File: src/rtl/str_match_ctrl.sv
// rtl/str_match_ctrl.sv - streaming byte-pattern matcher with IDLE/RUN control
// Pattern is loaded byte-wise in IDLE, armed by a length commit, then matched against the stream.
module str_match_ctrl #(
  parameter int MAX_LEN = 8
) (
  input  logic       clk_50mhz,
  input  logic       rst_n,
  input  logic       cfg_we,
  input  logic [2:0] cfg_addr,
  input  logic [7:0] cfg_data,
  input  logic [3:0] cfg_len,
  input  logic       cfg_commit,
  input  logic       disarm,
  input  logic [7:0] data,
  input  logic       data_vld,
  output logic       armed,
  output logic       cfg_err,
  output logic       match,
  output logic       led,
  output logic [7:0] match_cnt
);

  typedef enum logic {S_IDLE, S_RUN} state_t;

  state_t     state_q;
  logic [3:0] idx_q;
  logic [3:0] len_q;
  logic [7:0] pattern_q [MAX_LEN];
  logic       armed_q;
  logic       cfg_err_q;
  logic       match_q;
  logic       led_q;
  logic [7:0] match_cnt_q;

  logic [7:0] cur_byte;
  logic       hit;
  logic       done;
  logic       len_ok;
  logic [3:0] idx_d;

  always_comb begin
    cur_byte = 8'h00;
    for (int i = 0; i < MAX_LEN; i++) begin
      if (idx_q == 4'(i)) cur_byte = pattern_q[i];
    end
    hit    = (data == cur_byte);
    done   = hit && (idx_q == len_q - 4'd1);
    len_ok = (cfg_len != 4'd0) && (cfg_len <= 4'(MAX_LEN));
    // On a miss only the first pattern byte is retried; no deeper fallback.
    if (hit) idx_d = done ? 4'd0 : idx_q + 4'd1;
    else     idx_d = (data == pattern_q[0]) ? 4'd1 : 4'd0;
  end

  always_ff @(posedge clk_50mhz or negedge rst_n) begin
    if (!rst_n) begin
      state_q     <= S_IDLE;
      idx_q       <= 4'd0;
      len_q       <= 4'd0;
      armed_q     <= 1'b0;
      cfg_err_q   <= 1'b0;
      match_q     <= 1'b0;
      led_q       <= 1'b0;
      match_cnt_q <= 8'd0;
      for (int i = 0; i < MAX_LEN; i++) pattern_q[i] <= 8'h00;
    end else begin
      match_q <= 1'b0;
      if (state_q == S_IDLE && cfg_we) pattern_q[cfg_addr] <= cfg_data;
      if (disarm) begin
        state_q <= S_IDLE;
        armed_q <= 1'b0;
        idx_q   <= 4'd0;
      end else begin
        case (state_q)
          S_IDLE: begin
            if (cfg_commit) begin
              if (len_ok) begin
                len_q     <= cfg_len;
                idx_q     <= 4'd0;
                cfg_err_q <= 1'b0;
                state_q   <= S_RUN;
                armed_q   <= 1'b1;
              end else begin
                cfg_err_q <= 1'b1;
              end
            end
          end
          S_RUN: begin
            if (data_vld) begin
              idx_q <= idx_d;
              if (done) begin
                match_q <= 1'b1;
                led_q   <= ~led_q;
                if (match_cnt_q != 8'hFF) match_cnt_q <= match_cnt_q + 8'd1;
              end
            end
          end
          default: begin
            state_q <= S_IDLE;
            armed_q <= 1'b0;
          end
        endcase
      end
    end
  end

  assign armed     = armed_q;
  assign cfg_err   = cfg_err_q;
  assign match     = match_q;
  assign led       = led_q;
  assign match_cnt = match_cnt_q;

endmodule

File: config.mk
export PLATFORM = sky130hd
export DESIGN_NAME = str_match_ctrl
export DESIGN_NICKNAME = d
export VERILOG_FILES = /design/src/rtl/str_match_ctrl.sv
export SDC_FILE = /design/constraint.sdc
export NUM_CORES = 1
export LEC_CHECK = 0
export CORE_MARGIN = 4
export CORE_UTILIZATION = 52
export DETAILED_ROUTE_END_ITERATION = 16
export PLACE_DENSITY = 0.76
export SYNTH_ARGS = -nofsm -noshare
export SYNTH_HDL_FRONTEND = slang
export SYNTH_SLANG_ARGS = --single-unit
File: constraint.sdc
create_clock -name clk_50mhz -period 2.8 [get_ports clk_50mhz]
set_input_delay 0.56 -clock clk_50mhz [delete_from_list [all_inputs] [get_ports clk_50mhz]]
set_output_delay 0.56 -clock clk_50mhz [all_outputs]
set_load 0.1 [all_outputs]
==> results.tsv, run 1 <==
metric	value	unit
starting density of the core	53.9	%
Worst slew margin	53.9	%
r2r setup slk	-140	ps
Synth Area in Simple Gates	12.5	%
drt first-iter violations	213	
CP endpoint kind	flop	
worst reg2reg endpoint	match_cnt[1]	
CP max-delay cell	dfrtp_2	
largest family of logic cells by synthesized area	multiplexers	
number of synthesis warnings	0	
maximum root-to-sink buffer count	2	
Site Rows	33	
status	finished with violations	
leading area contributor after synthesis	dfrtp_1	
share of post-route cells with drive strength above 1	35.3	%
Routed Antenna Nets	0	
Compound-Gate Fraction of Synth Area	11.2	%
first-pass GRT wire length	18400	um
Fin. Hold Viols	0	
Total GRT Usage	23.7	%
final setup margin	-137	ps
Crit path top cell by count	buf_4	
Crit path largest cell delay	430	ps
largest net degree at the start of global routing	53	
Post-Synth XOR/XNOR Area	5.71	%
initial antenna violation count	0	
Cells after Synth	391	
port bufs	40	
DR vias/cell	6.08	
Synth Flop Type	dfrtp_1	
# nets final	499	
final WL	11600	um
RSZ-0062 raised after global routing	yes	
layout overhead on the synthesized area	25.2	%
post-synth net total	426	
sequential fraction of design power	51.2	%
Leakage Power	2.34	nW
Ant. Diodes	0	
clock-pin slew on the worst setup and hold paths	90	ps
Unique masters post-synth	48	
core area	0.00826	sq mm
path depth of the worst reg2reg path	13	
Setup violations, final	13	
ranking of synthesized cells by area	dfrtp_1 (48%), mux2_2 (17%), xnor2_1 (3.7%)	
Post-synth EDFFs	0	
H-tree depth	3	
vias in the first global route	3525	
failing checks	negative setup slack	
Slew @ Worst Pin	692	ps
Final period util	105	%
Synth Register Bits	85	
Logic pwr share	21.2	%
Inst Count DP	547	
worst path buffer plus inverter count	4	
worst r2r src	idx_q[1]	
final instance area	0.00557	sq mm
clock share of power	27.6	%
CP max FO	14	
pins over their slew limit	0	
min cycle time layout	2940	ps
vias	3484	
CTS tree	built	
worst skew pair latency	360	ps
I/O Pins	41	
die span in y	101	um
mux share of post-synthesis cell area	17.3	%
worst vdd ir	332	uV
Crit path max-delay family	simple AND/OR/NAND/NOR gates	
Layout Skew	12.7	ps
Num CTS Buffers	9	
CP arrival	3190	ps
detailed-route DRC error count	0	
WL/cell	20.3	um
clock root buffer	clkbuf_8	
synthesized area per cell	11.4	sq um
WP data required	3050	ps
Switch Pwr	930	uW
Placer Congestion	0.880	
Async SR Flop Fraction	100	%
post-cts hold buffer count	0	
post-layout util	67.4	%
Die Footprint	0.0101	sq mm
clock sinks	85	
final non-filler cell total	573	
GR Overflow Total	0	
worst path cell trace	inv_2 > ha_4 > buf_12 > nor3b_4 > buf_4 > a211oi_1 > o21ai_1 > xor2_1 > nand4_1 > nor4_4 > buf_4 > nand3_2 > mux2_4	
HP Class	input port to async pin	
PD cells	581	mW/mm^2
Switching Fraction	28.7	%
crit start category	flop	
Yosys top cell area share	47.8	%
Placement Cell Area	0.00516	sq mm
register area share after synthesis	47.8	%
Die Wd	101	um
TritonRoute pass-1 iters	7	
Max-Cap Viols	0	
Post-Syn Area	0.00445	sq mm
Fmax	341	MHz
internal power	2.31	mW
WS Path Type	flop to flop	
DPL Wire Length	7520	um
adder-cell share of the synthesized area	1.69	%
[kinds of logic after synthesis]
family,after synthesis
AO/OA/AOI/OAI,74
flip-flops,85
adder cells (fa/ha/maj),6
XOR/XNOR,29
AND/OR/NAND/NOR,93
multiplexers,68
buffers and inverters,36
[cell usage in the layout, fill, tap and decap left out, types with 4 or more instances in the layout]
master           count
dfrtp_1             83
mux2_2              67
buf_4               44
clkdlybuf4s50_1     27
a21oi_1             21
nand2_1             20
xnor2_1             19
inv_1               15
clkbuf_8            11
nand3b_1            10
nor2_1              10
xor2_1              10
nand4_1              9
nand3_1              9
buf_12               7
a211oi_1             6
nor2b_1              6
nor3b_1              6
a221oi_2             5
a22oi_1              5
a31oi_1              5
and3_1               5
nor3_1               4
o22ai_1              4
o21ai_0              4
ha_4                 4
[area by class of cell]
| type | count | area (sq um) |
|---|---|---|
| tap | 105 | 131 |
| inverter | 17 | 63.8 |
| timing repair buffer | 81 | 774 |
| clock inverter | 4 | 47.5 |
| fill | 585 | 2690 |
| sequential | 85 | 2130 |
| clock buffer | 11 | 151 |
| multi-input combinational | 270 | 2270 |
[worst max path at each step]
stage | startpoint | endpoint | slack (ps) | cells past startpoint
2_1_floorplan | idx_q[0] | match_cnt[1] | 10 | 12
5_1_grt | idx_q[0] | idx_q[2] | -260 | 13
3_5_place_dp | idx_q[0] | match_cnt[1] | -190 | 11
3_3_place_gp | idx_q[0] | match_cnt[1] | -110 | 11
6_report | idx_q[1] | match_cnt[1] | -140 | 13
4_1_cts | idx_q[0] | match_cnt[1] | 20 | 11
[per-stage QoR]
| stage | setup slack [ps] | hold slack, ps | setup TNS (ps) | power [mW] |
|---|---|---|---|---|
| 2_1_floorplan | 14.6 | 264 | 0 | 2.10 |
| 3_3_place_gp | -108 | 458 | -724 | 2.30 |
| 3_5_place_dp | -192 | 494 | -1670 | 2.33 |
| 4_1_cts | 19.8 | 269 | 0 | 3.21 |
| 5_1_grt | -261 | 284 | -2800 | 3.40 |
| 6_report | -137 | 240 | -936 | 3.24 |
[registers in the layout, indices dropped and copies added (netlist names)]
signal	flops
pattern_q	64
len_q	4
state_q	1
idx_q	4
match	1
cfg_err	1
armed	1
match_cnt	8
led	1
[what timing repair did]
item,CTS,global route
setup buffers,6,5
pin swaps,4,14
setup endpoints to repair,13,13
gates resized for setup,7,25
hold endpoints to repair,0,0
[Yosys cell counts (5+ instances only)]
library cell and number:
a21oi_1 23, nand3b_1 10, a31oi_1 5, ha_1 6, clkbuf_1 6, a211oi_1 7, nand4_1 9, o21ai_0 7
and3_1 5, mux2_2 67, xor2_1 10, nor2b_1 6, nor3b_1 7, a221oi_1 7, nand3_1 9, xnor2_1 19
nand2_1 20, a22oi_1 6, o22ai_1 5, nor2_1 10, dfrtp_1 85, buf_2 8, inv_1 17, nor3_1 5
[metal layers]
metal  vias to the layer above  routed length (um)  GRT usage (%)
li1                       1565                   -              -
met1                      1735                4990           31.9
met2                       149                5610           38.4
met3                        35                 644           4.43
met4                         0                 380           8.39
met5                         -                   0              0
[power by group through the flow]
stage	Clock [mW]	Combinational [mW]	Sequential, mW
floorplan	0	0.456	1.64
global placement	0	0.636	1.66
detailed placement	0	0.656	1.67
CTS	0.895	0.665	1.65
global route	0.954	0.755	1.69
finish	0.894	0.686	1.66
(Power assumes the default switching activity.)
==> inputs of run 2 (changes only) <==
--- a/config.mk
+++ b/config.mk
@@ -5,7 +5,7 @@
 export SDC_FILE = /design/constraint.sdc
 export NUM_CORES = 1
 export LEC_CHECK = 0
-export CORE_MARGIN = 4
+export CORE_MARGIN = 2
 export CORE_UTILIZATION = 52
 export DETAILED_ROUTE_END_ITERATION = 16
 export PLACE_DENSITY = 0.76
==> run 2 against run 1 <==
The run still ends with negative setup slack left. Worst setup slack gained 51 ps. Final cell count grew 1.0%. Worst hold slack lost 81 ps. Critical path depth shrank 2. Global-route usage grew 1.5 points. Utilization grew 0.29 points. Sequential share of layout area shrank 0.16 points. Total power shrank 1.2%. Critical path type unchanged. Largest cell class unchanged.
==> results.tsv, run 2 (same netlist as run 1, synthesis figures left out) <==
metric	value	unit	change
WP data required	3050	ps	about the same
RSZ-0062 raised after global routing	yes		
CP arrival	3140	ps	-50 ps
Fin. Hold Viols	0		unchanged
GR Overflow Total	0		unchanged
largest net degree at the start of global routing	50		-5.7%
final setup margin	-85.5	ps	+51.0 ps
# nets final	504		+1.0%
Crit path largest cell delay	480	ps	+50 ps
WL/cell	19.4	um	-4.4%
Switching Fraction	28.5	%	-0.18 points
HP Class	input port to async pin		
setup_tns	-286	ps	+650 ps
vias	3505		+0.60%
Routed Antenna Nets	0		unchanged
core area	0.00826	sq mm	unchanged
Total GRT Usage	25.2	%	+1.5 points
I/O Pins	41		unchanged
Worst slew margin	62.2	%	+8.3 points
max reg flops	64		unchanged
internal power	2.29	mW	-0.90%
CP max-delay cell	dfrtp_2		
Layout Skew	12.7	ps	+0.0948 ps
detailed-route DRC error count	0		unchanged
Slew @ Worst Pin	563	ps	-129 ps
CP endpoint kind	flop		
pins over their slew limit	0		unchanged
Top reg by flops	pattern_q		
Switch Pwr	913	uW	-1.8%
share of post-route cells with drive strength above 1	36.1	%	+0.82 points
CTS tree	built		
total power	3.20	mW	-1.2%
starting density of the core	53.9	%	unchanged
final WL	11200	um	-3.4%
CP max FO	4		-10
Crit path top cell by count	buf_6		
crit start category	flop		
PD cells	572	mW/mm^2	-1.6%
Placer Congestion	0.909		+3.3%
clock-pin slew on the worst setup and hold paths	90	ps	about the same
worst path buffer plus inverter count	2		-2
layout overhead on the synthesized area	25.7	%	
TritonRoute pass-1 iters	5		-2
clock share of power	27.1	%	-0.5 points
H-tree depth	3		unchanged
leading cell type in the layout, fill and taps excluded	dfrtp_1		
Logic pwr share	21.1	%	about the same
port bufs	40		unchanged
commonest non-fill, non-tap cells in the layout	dfrtp_1 (83), mux2_2 (67), buf_4 (49)		
worst skew pair latency	360	ps	about the same
Die Wd	96.5	um	-4.0%
failing checks	negative setup slack		
status	finished with violations		
die span in y	96.5	um	-4.0%
maximum root-to-sink buffer count	2		unchanged
Setup violations, final	9		-4
sequential fraction of design power	51.8	%	+0.6 points
vias in the first global route	3419		-3.0%
Num CTS Buffers	9		unchanged
Die Footprint	0.00931	sq mm	-7.8%
post-cts hold buffer count	0		unchanged
initial antenna violation count	0		unchanged
min cycle time layout	2890	ps	-51.0 ps
Crit path max-delay family	simple AND/OR/NAND/NOR gates		
DR vias/cell	6.05		-0.44%
clock root buffer	clkbuf_8		
WS Path Type	flop to flop		
first-pass GRT wire length	17400	um	-5.7%
Ant. Diodes	0		unchanged
Fmax	347	MHz	+1.8%
Max-Cap Viols	0		unchanged
drt first-iter violations	259		+22%
worst vdd ir	281	uV	-15%
Placement Cell Area	0.00514	sq mm	-0.39%
clock sinks	85		unchanged
Final period util	103	%	-1.8 points
Site Rows	33		unchanged
Filler Cell Count	603		+3.1%
DPL Wire Length	7370	um	-2.0%
final instance area	0.00559	sq mm	+0.43%
Leakage Power	2.38	nW	+1.8%
worst slack, placed	-163	ps	+28.6 ps
worst path cell trace	ha_4 > buf_6 > nor3b_4 > buf_6 > a211oi_2 > o22ai_1 > xor2_1 > nand4_1 > nor4_4 > nand3_2 > mux2_4		
==> run 2: what timing repair did <==
| item | CTS | global route |
|---|---|---|
| cloned | 0 | 2 |
| buffers inserted | 5 | 7 |
| pin swaps | 9 | 18 |
| setup endpoints to repair | 14 | 13 |
| resized for setup | 9 | 29 |
==> run 2: worst paths after layout <==
kind	startpoint	end	slack (ps)	depth (start not counted)
setup / recovery	idx_q[0]	match_cnt[1]	-90	11
hold / removal	rst_n	state_q	160	1
setup reg to reg	idx_q[0]	match_cnt[1]	-90	11
hold reg to reg	led	led	490	1
max in group asynchronous	rst_n	pattern_q[61]	2000	2
min in group clk_50mhz	led	led	490	1
==> run 2: cell type report <==
cell class	count	area, sq um	share of cell area [%]
tap	105	131	2.35
clock buffer	12	145	2.60
clock inverter	4	47.5	0.850
sequential	85	2130	38.1
inverter	17	66.3	1.19
timing repair buffer	86	796	14.2
multi-input combinational	270	2280	40.7
==> run 2: power groups by stage <==
stage / sequential [mW] / clock, mW / combinational, mW
detailed placement: 1.67 / 0 / 0.661
global route: 1.68 / 0.942 / 0.743
floorplan: 1.64 / 0 / 0.456
finish: 1.66 / 0.867 / 0.677
global placement: 1.66 / 0 / 0.639
CTS: 1.65 / 0.886 / 0.670
==> run 2: per-layer routing <==
| layer | global-route usage, % | vias to the layer above | part of all wire (%) |
|---|---|---|---|
| li1 | - | 1578 | - |
| met2 | 39.2 | 150 | 48 |
| met1 | 35.0 | 1754 | 44 |
| met4 | 12.0 | 0 | 2.7 |
| met5 | 0 | - | 0 |
| met3 | 3.65 | 23 | 5.4 |
==> run 2: metrics by stage <==
step | utilization (%) | hold WS [ps] | cells
after floorplan | - | 264 | 391
after global placement | 62.2 | 459 | 551
after detailed placement | 62.2 | 491 | 551
after CTS | 65.2 | 167 | 571
after global routing | 67.7 | 184 | 579
final | 67.7 | 159 | 579
